$ cat config.mk
export PLATFORM = sky130hd
export DESIGN_NAME = ex_div_unit
export DESIGN_NICKNAME = d
export VERILOG_FILES = /design/src/rtl/ex_div_unit.sv
export SDC_FILE = /design/constraint.sdc
export NUM_CORES = 1
export LEC_CHECK = 0
export CAP_MARGIN = 20
export CORE_UTILIZATION = 58
export CTS_CLUSTER_DIAMETER = 40
export DETAILED_ROUTE_END_ITERATION = 12
export GPL_ROUTABILITY_DRIVEN = 0
export GPL_TIMING_DRIVEN = 0
export HOLD_SLACK_MARGIN = 0.06
export PLACE_DENSITY = 0.83
export SLEW_MARGIN = 20
export SYNTH_ARGS = -nofsm -noshare
export SYNTH_HDL_FRONTEND = slang
export SYNTH_SLANG_ARGS = --single-unit
$ cat constraint.sdc
create_clock -name clk -period 6.87 [get_ports clk]
set_clock_uncertainty 0.1 [all_clocks]
set_input_delay 1.374 -clock clk [delete_from_list [all_inputs] [get_ports clk]]
set_output_delay 1.374 -clock clk [all_outputs]
set_load 0.1 [all_outputs]
$ cat src/rtl/ex_div_unit.sv
// Iterative RV32M divide/remainder unit (DIV, DIVU, REM, REMU), one quotient bit per cycle.
// Optional macro DIV_EARLY_OUT_EN: divide-by-zero and signed overflow finish without iterating.
module ex_div_unit #(
    parameter int unsigned XLEN  = 32,
    parameter int unsigned CNT_W = 5
) (
    input  logic            clk,
    input  logic            rst,
    input  logic            start,
    input  logic            flush,
    input  logic [1:0]      divOp,
    input  logic [XLEN-1:0] aluOp1,
    input  logic [XLEN-1:0] aluOp2,
    output logic            busy,
    output logic            done,
    output logic [XLEN-1:0] divResult
);

    typedef enum logic [1:0] {StIdle, StCalc, StDone} state_e;

    state_e            state_q, state_d;
    logic [CNT_W-1:0]  cnt_q, cnt_d;
    logic [XLEN-1:0]   rem_q, rem_d;
    logic [XLEN-1:0]   quo_q, quo_d;
    logic [XLEN-1:0]   dvs_q, dvs_d;
    logic              qneg_q, qneg_d;
    logic              rneg_q, rneg_d;
    logic [1:0]        op_q, op_d;
    logic [XLEN-1:0]   res_q, res_d;

    logic              in_signed, sign1, sign2;
    logic [XLEN-1:0]   abs1, abs2;
    logic [XLEN:0]     rem_sh;
    logic              trial_ok;
    logic [XLEN-1:0]   rem_step, quo_step, quo_fix, rem_fix, final_res;
`ifdef DIV_EARLY_OUT_EN
    logic              div_zero, sgn_ovf;
    logic [XLEN-1:0]   early_res;
`endif

    // Operand capture: magnitudes and result signs for the signed ops.
    always_comb begin
        in_signed = ~divOp[0];
        sign1     = in_signed & aluOp1[XLEN-1];
        sign2     = in_signed & aluOp2[XLEN-1];
        abs1      = sign1 ? -aluOp1 : aluOp1;
        abs2      = sign2 ? -aluOp2 : aluOp2;
    end

    // One restoring step; rem_q < divisor keeps the shifted value within XLEN+1 bits.
    always_comb begin
        rem_sh   = {rem_q, quo_q[XLEN-1]};
        trial_ok = rem_sh >= {1'b0, dvs_q};
        rem_step = trial_ok ? XLEN'(rem_sh - {1'b0, dvs_q}) : rem_sh[XLEN-1:0];
        quo_step = {quo_q[XLEN-2:0], trial_ok};
        // A zero divisor leaves the all-ones quotient un-negated.
        quo_fix   = (qneg_q && (dvs_q != '0)) ? -quo_step : quo_step;
        rem_fix   = rneg_q ? -rem_step : rem_step;
        final_res = op_q[1] ? rem_fix : quo_fix;
    end

`ifdef DIV_EARLY_OUT_EN
    always_comb begin
        div_zero = (aluOp2 == '0);
        sgn_ovf  = in_signed && (aluOp1 == {1'b1, {(XLEN-1){1'b0}}}) && (aluOp2 == '1);
        if (div_zero) begin
            early_res = divOp[1] ? aluOp1 : '1;
        end else begin
            early_res = divOp[1] ? '0 : {1'b1, {(XLEN-1){1'b0}}};
        end
    end
`endif

    always_comb begin
        state_d = state_q;
        cnt_d   = cnt_q;
        rem_d   = rem_q;
        quo_d   = quo_q;
        dvs_d   = dvs_q;
        qneg_d  = qneg_q;
        rneg_d  = rneg_q;
        op_d    = op_q;
        res_d   = res_q;

        if (flush) begin
            state_d = StIdle;
        end else begin
            case (state_q)
                StIdle, StDone: begin
                    if (start) begin
                        state_d = StCalc;
                        cnt_d   = CNT_W'(XLEN - 1);
                        rem_d   = '0;
                        quo_d   = abs1;
                        dvs_d   = abs2;
                        qneg_d  = sign1 ^ sign2;
                        rneg_d  = sign1;
                        op_d    = divOp;
`ifdef DIV_EARLY_OUT_EN
                        if (div_zero || sgn_ovf) begin
                            state_d = StDone;
                            res_d   = early_res;
                        end
`endif
                    end else begin
                        state_d = StIdle;
                    end
                end
                StCalc: begin
                    rem_d = rem_step;
                    quo_d = quo_step;
                    if (cnt_q == '0) begin
                        res_d   = final_res;
                        state_d = StDone;
                    end else begin
                        cnt_d = cnt_q - CNT_W'(1);
                    end
                end
                default: state_d = StIdle;
            endcase
        end
    end

    always_ff @(posedge clk) begin
        if (rst) begin
            state_q <= StIdle;
            cnt_q   <= '0;
            rem_q   <= '0;
            quo_q   <= '0;
            dvs_q   <= '0;
            qneg_q  <= 1'b0;
            rneg_q  <= 1'b0;
            op_q    <= '0;
            res_q   <= '0;
        end else begin
            state_q <= state_d;
            cnt_q   <= cnt_d;
            rem_q   <= rem_d;
            quo_q   <= quo_d;
            dvs_q   <= dvs_d;
            qneg_q  <= qneg_d;
            rneg_q  <= rneg_d;
            op_q    <= op_d;
            res_q   <= res_d;
        end
    end

    assign busy      = (state_q == StCalc);
    assign done      = (state_q == StDone);
    assign divResult = res_q;

endmodule

After elaboration in Yosys (flattened, before gate mapping)
Index checks and enable logic that the tools add are counted.
{"block": "op_classes", "n_addsub": 6, "order_cmp": 1, "n_eq_ne": 5, "muxes": 16, "n_bitwise": 5, "n_reduce_logical": 11}
{"op": "$mux 32", "n": 8}
{"op": "$neg 32->32", "n": 4}
{"op": "$pmux 32 s2", "n": 2}
{"op": "$ge 33x32->1", "n": 1}
{"op": "$reduce_bool 32->1", "n": 1}
{"op": "$sub 32x32->32", "n": 1}
{"op": "$mux 5", "n": 2}
{"op": "$pmux 5 s2", "n": 1}
{"op": "$reduce_and 3->1", "n": 3}
{"op": "$logic_not 5->1", "n": 1}
{"op": "$sub 5x1->5 const B", "n": 1}
{"op": "$ne 2x2->1 const B", "n": 2}
{"op": "$pmux 2 s2", "n": 1}
{"op": "$reduce_and 4->1", "n": 1}
{"op": "$reduce_or 2->1", "n": 2}
{"op": "$and 1x1->1", "n": 2}
{"op": "$eq 2x1->1 const B", "n": 1}
{"op": "$eq 2x2->1 const B", "n": 1}
{"op": "$logic_not 2->1", "n": 1}
{"op": "$mux 2", "n": 1}
{"op": "$ne 2x1->1 const B", "n": 1}
{"op": "$not 1->1", "n": 2}
{"op": "$reduce_bool 2->1", "n": 1}
{"op": "$logic_and 1x1->1", "n": 1}
{"op": "other kinds (2)", "n": 2}
{"block": "totals", "register_bits": 139, "in_bits": 70, "out_inout_bits": 34, "elab_cells": 53}

Depth between registers and ports, before layout
{"block": "logic_depth", "word_depth": 5, "depth_mapped": 24}

Worst setup path after synthesis
Ideal clock, no wire load.
{"block": "synth_path", "kind": "register to register", "from": "register dvs_q[11]", "to": "register res_q[22], in the netlist divResult[22]", "setup_ns": 0.127, "arrival_ns": 4.859, "required_time_ns": 6.643, "path_slack_ns": 1.784, "path_stages_with_launch": 23, "cell_sequence": "dfxtp_1 -> inv_1 -> ha_1 -> buf_4 -> nand4_1 -> or3_1 -> a211o_1 -> a31oi_4 -> o211ai_4 -> nand2_4 -> buf_2 -> buf_1 -> mux2i_1 -> ha_1 -> inv_1 -> or3_1 -> nor3_1 -> a31oi_1 -> or3_1 -> buf_2 -> o31a_1 -> o2111ai_1 -> o21ai_1"}
{"block": "synth_via", "elab_chain_cells": 5, "elab_cells_between_ends": 10, "classes_between": "add/sub: 3; order compare: 1; mux: 4; reduce/logical: 2"}
{"item": "from (decl)", "line": "25", "source": "logic [XLEN-1:0] dvs_q, dvs_d;"}
{"item": "from (signal assigned)", "line": "140", "source": "dvs_q <= dvs_d;"}
{"item": "$sub 32x32->32 / $ge 33x32->1 (equally long branches)", "line": "54, 53"}
{"item": "$mux 32", "line": "54", "source": "rem_step = trial_ok ? XLEN'(rem_sh - {1'b0, dvs_q}) : rem_sh[XLEN-1:0];"}
{"item": "$neg 32->32", "line": "58", "source": "rem_fix = rneg_q ? -rem_step : rem_step;"}
{"item": "$mux 32", "line": "58"}
{"item": "$mux 32 *", "line": "59", "source": "final_res = op_q[1] ? rem_fix : quo_fix;"}
{"item": "to (signal assigned)", "line": "144", "source": "res_q <= res_d;"}
{"item": "to (decl)", "line": "29", "source": "logic [XLEN-1:0] res_q, res_d;"}
Every way passes the cells marked *; elsewhere a longest branch is shown, timed or not.
A chain may end at the register's enable or synchronous reset.

Worst setup path in the final report
{"block": "layout_path", "from": "register dvs_q[6]", "to": "register res_q[22], in the netlist divResult[22]"}
The elaborated chain is that of the path after synthesis.

==> metrics.yaml <==
synth_edf_count: 0
post_cts_buffers: 0
layout_common_cells: "nor2_1, dfxtp_1, a21oi_1"
syn_nets: 1606
antenna_found_initial: 0
drt_wl_total_mm: 37.94
final-setup-viol-count: 0
cts.clk_slew.worst_paths_ns: 0.06
syn_avg_cell_area_sq_um: 7.284
drc: 0
ys.flop_type: "dfxtp_1"
ys_seq_area_frac: 0.2534
ios: 104
synth_cells: 1497
cp-start-kind: "register"
clk_latency_ns: 0.44
crit_fanout: 10
rrSetupSlack_ns: 0.32
yosys.cell_types.count: 79
diodes: 0
core_area_sq_mm: 0.01821
path_cells: "inv_1 -> ha_1 -> clkbuf_1 -> nand4_1 -> nor3_1 -> nand4_1 -> a21oi_1 -> a211oi_4 -> nand2_4 -> buf_2 -> clkbuf_4 -> clkbuf_4 -> nand2_1 -> o21ai_0 -> ha_1 -> inv_1 -> or3_1 -> nor3_1 -> a31oi_1 -> or3_1 -> buf_2 -> o31a_1 -> o2111ai_1 -> o21ai_1"
hp-class: "reg -> reg"
ir_drop_uv: 162.5
finalHoldViolations: 0
numCtsBuffers: 17
worstPathArrival_ns: 6.74
ctsHoldBuffers: 0
vias_per_cell: 6.703
reg2reg_depth: 24
cts-htree-levels: 4
p_leak_nw: 4.960
grt_max_degree: 17
vias: 12480
grt_pass1_wl_mm: 58.75
num_rows: 49
hold_depth: 2
cap_violations: 0
async_reset_ff_frac: 0
drt_first_pass_iters: 7
fin_tns_setup_ns: 0
slowest_delay_ns: 0.44
dpl.hpwl_mm: 29.39
netlist.top_cell.by_area: "dfxtp_1"
gr-usage-all-layers: 0.3860
crit_required_ns: 7.06
period_needed_ns: 6.554
grt_setup_unrepaired: "no"
outcome: "completed"
final_nets: 1728
slowest_stage: "or3_1"
mostFrequentLayoutCell: "nor2_1"
ant_nets: 0
end_kind: "register"
clockRootBuffer: "clkbuf_16"
avgRoutedWirePerCell_um: 20.39
grt_pass1_vias: 11190
ys_seq_elements: 138
yosys.area.top_type_share: 0.2534
die_w_um: 139.1
yosysWarnings: 0
final_core_util: 0.7043
io_buffers: 103
cp_top_family: "simple AND/OR/NAND/NOR gates"
cts_tree: "yes"
post-route-period-util: 0.9539
syn_area_sq_mm: 0.01090
p_per_area_mw_per_mm2: 198.4
path_depth: 24
clk_path_buf_depth: 2
gr-total-overflow: 0
start_util: 0.5988
cp.buffers_inverters: 7
cts.sinks: 138
fmax_mhz: 152.6
synth_area_leaders: "dfxtp_1, nor2_1, a21oi_1"
die_area_sq_mm: 0.01935
p_total_w: 0.002544
slew_headroom: 0.3370
finalMaxSlewViolations: 0
drtIter0Drc: 1835
syn2layout_area_growth_pct: 17.60
die_y_um: 139.1
crit_type: "reg -> reg"
max_slew.worst_pin.slew_ns: 0.9914
drive_above_1_share: 0.03983
-- per-stage QoR --
stage	worst slack [ns]	area (sq um)	cells	hold WS (ns)
after global routing	0.03989	12820	1861	0.3910
after global placement	0.5468	12220	1829	0.3435
after CTS	0.4642	12820	1861	0.3592
after detailed placement	0.4679	12220	1829	0.3506
final	0.3165	12820	1861	0.3562
after floorplan	1.784	10900	1497	0.3445
-- state kept, by name, summed over array words and instances, names as in the netlist --
register / cells
divResult: 32
dvs_q: 32
quo_q: 32
rem_q: 32
cnt_q: 5
state_q: 2
op_q: 1
qneg_q: 1
rneg_q: 1
-- per-layer routing --
layer / up-vias / global-route usage / routed length [um] / share of wire
li1: 5706 / - / - / -
met1: 5679 / 0.5053 / 14830 / 0.39
met2: 909 / 0.5984 / 16310 / 0.43
met3: 181 / 0.09047 / 4941 / 0.13
met4: 0 / 0.1842 / 1865 / 0.049
met5: - / 0 / 0 / 0
-- cells in the mapped netlist, drive strengths merged, types with 20 or more instances --
master and n:
a22oi 26, a211oi 69, nand2 125, nor2b 20, o21ai 87, nand3 25, inv 57, nor2 212
clkbuf 73, nor3 46, dfxtp 138, or3 26, nor4 27, xor2 68, xnor2 53, a21o 26
a21oi 136, ha 38
-- cell type report --
type                            count  area (sq um)
Timing Repair Buffer              103          1031
Multi-Input combinational cell   1214          7582
Buffer                             88         349.1
Tap cell                          229         286.5
Clock inverter                     12         138.9
Sequential cell                   138          2763
Inverter                           57         216.5
Clock buffer                       20         456.7
Fill cell                        1519          5385
-- repair_timing --
item,CTS,global route
gates resized for setup,0,3
setup endpoints to repair,0,3
hold endpoints to repair,0,0
-- worst reg2reg max path: stages, from the launching register on --
cell	delay (ns)
dfxtp_1	0.39
inv_1	0.06
ha_1	0.26
clkbuf_1	0.28
nand4_1	0.29
nor3_1	0.33
nand4_1	0.18
a21oi_1	0.32
a211oi_4	0.14
nand2_4	0.18
buf_2	0.33
clkbuf_4	0.33
clkbuf_4	0.29
nand2_1	0.07
o21ai_0	0.20
ha_1	0.37
inv_1	0.11
or3_1	0.44
nor3_1	0.28
a31oi_1	0.27
or3_1	0.37
buf_2	0.18
o31a_1	0.28
o2111ai_1	0.25
o21ai_1	0.11
-- final timing paths --
| check | to | start |
|---|---|---|
| worst max-delay path | divResult[22]$_SDFFE_PP0P_ | dvs_q[6]$_SDFFE_PP0P_ |
| worst min-delay path | divResult[11]$_SDFFE_PP0P_ | divResult[11]$_SDFFE_PP0P_ |
| worst max register to register | divResult[22]$_SDFFE_PP0P_ | dvs_q[6]$_SDFFE_PP0P_ |
| worst min register to register | divResult[11]$_SDFFE_PP0P_ | divResult[11]$_SDFFE_PP0P_ |
-- cells by family after synthesis --
group,after synthesis,synth area share
AOI/OAI and AO/OA,473,0.2872
DFF,138,0.2534
and+or+nand+nor,557,0.2427
adders and majority gates,39,0.04544
muxes,24,0.02283
xor gates and xnor gates,121,0.09719
buffers and inverters,145,0.05129
-- where the power goes --
group          internal, W  switching, W
clock             0.000557      0.000383
sequential        0.000837     0.0000462
combinational     0.000258      0.000462
total              0.00165      0.000891
(Power assumes the default switching activity.)
